[config.mk]
export PLATFORM = sky130hd
export DESIGN_NAME = data_cache_ctrl
export DESIGN_NICKNAME = d
export VERILOG_FILES = /design/src/rtl/data_cache_ctrl.sv
export SDC_FILE = /design/constraint.sdc
export NUM_CORES = 1
export LEC_CHECK = 0
export BUFFER_PORTS_ARGS = -buffer_cell sky130_fd_sc_hd__buf_4
export CAP_MARGIN = 20
export CORE_MARGIN = 3
export CORE_UTILIZATION = 40
export CTS_CLUSTER_DIAMETER = 150
export DETAILED_ROUTE_END_ITERATION = 8
export HOLD_SLACK_MARGIN = 0.15
export PLACE_DENSITY_LB_ADDON = 0.12
export SYNTH_ARGS = -nofsm -noshare
export SYNTH_HDL_FRONTEND = slang
export SYNTH_SLANG_ARGS = --single-unit
[constraint.sdc]
create_clock -name clk -period 3.8 [get_ports clk]
set_input_delay 0.95 -clock clk [delete_from_list [all_inputs] [get_ports clk]]
set_output_delay 0.95 -clock clk [all_outputs]
set_load 0.01 [all_outputs]
[src/rtl/data_cache_ctrl.sv]
// rtl/data_cache_ctrl.sv - direct-mapped write-through/write-allocate data cache controller
module data_cache_ctrl #(
    parameter int index_count = 256,
    parameter int data        = 11,
    parameter int tag         = 20,
    localparam int IW         = $clog2(index_count),
    localparam int AW         = tag + IW
) (
    input  logic                  clk,
    input  logic                  rst,
    input  logic                  cpu_req_valid,
    output logic                  cpu_req_ready,
    input  logic                  cpu_req_wr,
    input  logic [AW-1:0]         cpu_req_addr,
    input  logic [data-1:0]       cpu_req_wdata,
    output logic                  cpu_rsp_valid,
    output logic [data-1:0]       cpu_rsp_rdata,
    output logic                  cache_enable,
    output logic                  rd_wr_sel,
    output logic [IW-1:0]         index_sel,
    output logic [tag+data:0]     write_index,
    output logic                  hit_miss_o,
    input  logic [tag-1:0]        cache_tag,
    input  logic                  cache_valid,
    input  logic [data-1:0]       cache_data_io,
    output logic                  mem_req_valid,
    input  logic                  mem_req_ready,
    output logic                  mem_req_wr,
    output logic [AW-1:0]         mem_req_addr,
    output logic [data-1:0]       mem_req_wdata,
    input  logic                  mem_rsp_valid,
    input  logic [data-1:0]       mem_rsp_rdata,
    output logic [15:0]           hit_count,
    output logic [15:0]           miss_count
);

    typedef enum logic [2:0] {
        IDLE, LOOKUP, MEM_RD_REQ, MEM_RD_WAIT, FILL, WR_UPDATE, MEM_WR_REQ, RESP
    } state_t;

    state_t            state_q, state_d;
    logic [AW-1:0]     addr_q;
    logic              wr_q;
    logic [data-1:0]   wdata_q;
    logic [data-1:0]   rdata_q, rdata_d;
    logic              hit_miss_q;
    logic [15:0]       hit_cnt_q, miss_cnt_q;
    logic              req_ready_q, rsp_valid_q;
    logic [data-1:0]   rsp_rdata_q;
    logic              cache_en_q, rd_wr_q;
    logic [tag+data:0] write_index_q;
    logic              mem_valid_q, mem_wr_q;
    logic [AW-1:0]     mem_addr_q;
    logic [data-1:0]   mem_wdata_q;

    logic [tag-1:0]    req_tag;
    logic              lookup_hit;

    assign req_tag    = addr_q[AW-1:IW];
    assign lookup_hit = cache_valid && (cache_tag == req_tag);

    assign cpu_req_ready = req_ready_q;
    assign cpu_rsp_valid = rsp_valid_q;
    assign cpu_rsp_rdata = rsp_rdata_q;
    assign cache_enable  = cache_en_q;
    assign rd_wr_sel     = rd_wr_q;
    assign index_sel     = addr_q[IW-1:0];
    assign write_index   = write_index_q;
    assign hit_miss_o    = hit_miss_q;
    assign mem_req_valid = mem_valid_q;
    assign mem_req_wr    = mem_wr_q;
    assign mem_req_addr  = mem_addr_q;
    assign mem_req_wdata = mem_wdata_q;
    assign hit_count     = hit_cnt_q;
    assign miss_count    = miss_cnt_q;

    // Next state and the word that will be returned/filled (array hit data or DRAM data)
    always_comb begin
        state_d = state_q;
        rdata_d = rdata_q;
        case (state_q)
            IDLE:        if (cpu_req_valid) state_d = LOOKUP;
            LOOKUP: begin
                if (wr_q) begin
                    state_d = WR_UPDATE;
                end else if (lookup_hit) begin
                    state_d = RESP;
                    rdata_d = cache_data_io;
                end else begin
                    state_d = MEM_RD_REQ;
                end
            end
            MEM_RD_REQ:  if (mem_req_ready) state_d = MEM_RD_WAIT;
            MEM_RD_WAIT: begin
                if (mem_rsp_valid) begin
                    state_d = FILL;
                    rdata_d = mem_rsp_rdata;
                end
            end
            FILL:        state_d = RESP;
            WR_UPDATE:   state_d = MEM_WR_REQ;
            MEM_WR_REQ:  if (mem_req_ready) state_d = RESP;
            RESP:        state_d = IDLE;
            default:     state_d = IDLE;
        endcase
    end

    // State, request latches, counters, and outputs registered from the upcoming state
    always_ff @(posedge clk) begin
        if (rst) begin
            state_q       <= IDLE;
            addr_q        <= '0;
            wr_q          <= 1'b0;
            wdata_q       <= '0;
            rdata_q       <= '0;
            hit_miss_q    <= 1'b0;
            hit_cnt_q     <= '0;
            miss_cnt_q    <= '0;
            req_ready_q   <= 1'b1;
            rsp_valid_q   <= 1'b0;
            rsp_rdata_q   <= '0;
            cache_en_q    <= 1'b0;
            rd_wr_q       <= 1'b0;
            write_index_q <= '0;
            mem_valid_q   <= 1'b0;
            mem_wr_q      <= 1'b0;
            mem_addr_q    <= '0;
            mem_wdata_q   <= '0;
        end else begin
            state_q <= state_d;
            rdata_q <= rdata_d;

            if (state_q == IDLE && cpu_req_valid) begin
                addr_q  <= cpu_req_addr;
                wr_q    <= cpu_req_wr;
                wdata_q <= cpu_req_wdata;
            end

            if (state_q == LOOKUP) begin
                hit_miss_q <= lookup_hit;
                if (lookup_hit) begin
                    if (hit_cnt_q != 16'hFFFF) hit_cnt_q <= hit_cnt_q + 16'd1;
                end else begin
                    if (miss_cnt_q != 16'hFFFF) miss_cnt_q <= miss_cnt_q + 16'd1;
                end
            end

            req_ready_q <= (state_d == IDLE);
            rsp_valid_q <= (state_d == RESP);
            rsp_rdata_q <= (state_d == RESP && !wr_q) ? rdata_d : '0;

            cache_en_q <= (state_d == FILL) || (state_d == WR_UPDATE);
            rd_wr_q    <= (state_d == FILL) || (state_d == WR_UPDATE);
            case (state_d)
                FILL:      write_index_q <= {1'b1, req_tag, rdata_d};
                WR_UPDATE: write_index_q <= {1'b1, req_tag, wdata_q};
                default:   write_index_q <= '0;
            endcase

            mem_valid_q <= (state_d == MEM_RD_REQ) || (state_d == MEM_WR_REQ);
            mem_wr_q    <= (state_d == MEM_WR_REQ);
            mem_addr_q  <= ((state_d == MEM_RD_REQ) || (state_d == MEM_WR_REQ)) ? addr_q : '0;
            mem_wdata_q <= (state_d == MEM_WR_REQ) ? wdata_q : '0;
        end
    end

endmodule

==> results.json <==
{
  "post-cts-setup-buffers": 0,
  "portBuffers": 216,
  "dpl.hpwl_mm": 12.82,
  "synth_top_family_by_area": "simple AND/OR/NAND/NOR gates",
  "die_w_microns": 132.6,
  "pre_cts_ws_ps": 448.0,
  "final_layout_size_suffix_gt1_share_pct": 29.48,
  "hold_depth": 2,
  "max_freq_mhz": 337.0,
  "finalSetupViolations": 0,
  "htreeDepth": 4,
  "maxSlewHeadroom_pct": 32.08,
  "cts_sinks": 173,
  "ys_types": 51,
  "dr_total_vias": 5627,
  "ys.flop_type": "dfxtp_1",
  "antenna_found_initial": 0,
  "hp-class": "reg2reg",
  "root_buffer": "clkbuf_16",
  "rr_endpoint": "miss_count[9]",
  "cts_made_buffers": 17,
  "status": "finished clean",
  "cap_violations": 0,
  "core-area_sq_um": 15430,
  "muxShareOfSynthArea_pct": 0.6638,
  "async_flop_share_pct": 0,
  "whs_endpoint": "addr_q[5]",
  "max-vdd-ir-drop_mv": 0.3019,
  "seq_area_frac_synth_pct": 54.04,
  "synth-compound-area-share_pct": 13.69,
  "powerDensity_nw_per_um2": 460.4,
  "die_area_sq_um": 17580,
  "hold_path.startpoint": "addr_q[5]",
  "finalSetupTns_ps": 0,
  "cts_tree": "built",
  "area_growth_syn_to_layout_pct": 36.04,
  "syn_nets": 793,
  "synth_edf_count": 0,
  "synthAdderAreaFrac_pct": 0.3905,
  "syn_inst": 703,
  "drtIter0Drc": 282,
  "worst_pin_slew_ps": 1019,
  "min_period_ps": 2968,
  "critPathRequiredTime_ps": 4110,
  "clockBufferDepth": 2,
  "worst-r2r-cell-count": 6,
  "fin_nets": 986,
  "final_common_cell": "buf_4",
  "place.gp.congestion": 0.8298,
  "rows": 45,
  "critical_path_arrival_ps": 3280,
  "synthXorXnorAreaFrac_pct": 3.690,
  "via_per_inst": 5.024,
  "post-route-drc-count": 0,
  "finalMaxSlewViolations": 0,
  "hold_viol": 0,
  "wl_per_cell_microns": 15.87,
  "holdBufCountCts": 0,
  "syn_area_per_cell_sq_um": 9.116,
  "clkLatencyLatePin_ps": 420,
  "mostFrequentLayoutCells": "225 x buf_4, 173 x dfxtp_1, 112 x nand2_1",
  "fin_crit_sh_pct": 78.09,
  "die_h_microns": 132.6,
  "critPathMaxFanout": 13,
  "fin_ws_ps": 832.4,
  "skew_ps": 12.17,
  "io_pins": 217,
  "yosysWarnings": 0,
  "rsz0062_at_grt": "false",
  "antenna_left": 0,
  "clk_pin_slew_worst_paths_ps": 60,
  "grtUsageTotal_pct": 19.96,
  "crit_path_start_kind": "flip-flop",
  "rrSetupSlack_ps": 830,
  "p_leak_nw": 3.642,
  "endpoint_kind": "flip-flop",
  "overflow": 0,
  "synth-simple-area-share_pct": 23.19,
  "diodes": 0,
  "grt_pass1_wl_mm": 28.41,
  "drt-total-wl_mm": 17.78,
  "grt_pass1_vias": 5548,
  "dr.pass1.iters": 4,
  "r2r-start": "state_q[0]",
  "grt_max_degree": 80,
  "start_util_pct": 41.54,
  "cts_resized": 0,
  "synth_seq_cells": 173,
  "crit_type": "reg2reg",
  "netlist_area_sq_um": 6409
}
## cells in the mapped netlist (2+ instances only)
cell type	count	area [sq um]
mux2_2	2	22.52
o31ai_1	3	22.52
nand2b_1	3	18.77
o211ai_1	3	22.52
and4_1	3	26.28
and3_1	3	18.77
a31oi_1	2	12.51
dfxtp_1	173	3463
o21ai_1	3	15.01
a221o_1	3	30.03
inv_1	7	26.28
a21oi_1	70	350.3
nand4_1	13	81.33
nand3_1	12	60.06
mux2i_1	2	20.02
nor2_1	37	138.9
nor4b_1	2	17.52
o21a_1	9	67.56
nor3_1	9	45.04
or4_4	2	22.52
buf_4	10	75.07
or4_1	2	15.01
buf_2	3	15.01
and2_1	62	387.9
nor4_1	6	37.54
ha_1	2	25.02
nor3b_1	2	15.01
xor2_1	7	61.31
or2_2	2	12.51
a211oi_1	2	15.01
a22o_1	11	96.34
nand2_1	112	420.4
o21ai_0	23	115.1
buf_6	2	22.52
nor2b_1	5	31.28
clkbuf_1	37	138.9
a221oi_1	8	70.07
xnor2_1	20	175.2
or3_1	14	87.58
## per-layer routing
layer / global-route usage (%) / vias to the layer above / part of all wire [%]
li1: - / 2785 / -
met1: 24.82 / 2626 / 45
met2: 33.78 / 196 / 48
met3: 5.019 / 20 / 5.9
met4: 6.871 / 0 / 1.3
met5: 0 / - / 0
## state kept, by name (all words and copies together), names as in the netlist
signal         flops
cpu_rsp_valid      1
mem_req_valid      1
state_q            3
mem_req_wr         1
miss_count        16
hit_count         16
rdata_q           11
cpu_req_ready      1
mem_req_addr      28
rd_wr_sel          1
cpu_rsp_rdata     11
hit_miss_o         1
wdata_q           11
write_index       31
wr_q               1
addr_q            28
mem_req_wdata     11
## through the flow
stage	utilization, %	hold slack, ps	power (mW)	cells	area [sq um]
finish	56.51	466.1	4.014	1120	8718
global route	56.51	495.8	4.174	1120	8718
CTS	56.46	470.6	4.057	1119	8711
detailed placement	52.75	461.8	2.386	1087	8138
global placement	52.75	449.6	2.377	1087	8138
floorplan	-	435.9	2.198	703	6409
## worst max-delay path by stage
| stage | slack, ps | to | cells past startpoint | start |
|---|---|---|---|---|
| after floorplan | 790 | hit_count[7] | 8 | cache_tag[16] |
| after global placement | 500 | hit_count[9] | 7 | cache_tag[1] |
| after detailed placement | 450 | hit_count[9] | 7 | cache_tag[1] |
| after CTS | 860 | miss_count[9] | 6 | state_q[0] |
| after global routing | 610 | miss_count[9] | 6 | state_q[0] |
| final | 830 | miss_count[9] | 6 | state_q[0] |
## report_power, final
group	total (mW)	switching (mW)	internal (mW)
combinational	0.405	0.216	0.188
sequential	1.94	0.0581	1.88
clock	1.67	0.735	0.938
total	4.01	1.01	3.00
## logic make-up (layout without fill, tap and decap cells)
logic type      after synthesis  in the layout
compound gates              144            144
buf+inv                      59            265
flops                       173            173
xor+xnor                     27             27
mux                           4              4
simple gates                294            294
fa+ha+maj                     2              2
## critical path, cell delays in order (launching register included)
cell,delay (ps)
dfxtp_1,500
nand2b_1,380
or2_2,510
nor4_1,610
o21ai_0,410
o21a_1,280
o21a_1,180
## cell type report
type	instances	area (sq um)
inverters	7	26.28
flip-flops and latches	173	3463
repair buffers	226	1697
clock buffers	19	442.9
multi-input cells	471	2695
clock inverters	13	130.1
fillers	1445	6709
well taps	211	264.0
Note: power is estimated with default switching activity, not from simulation.
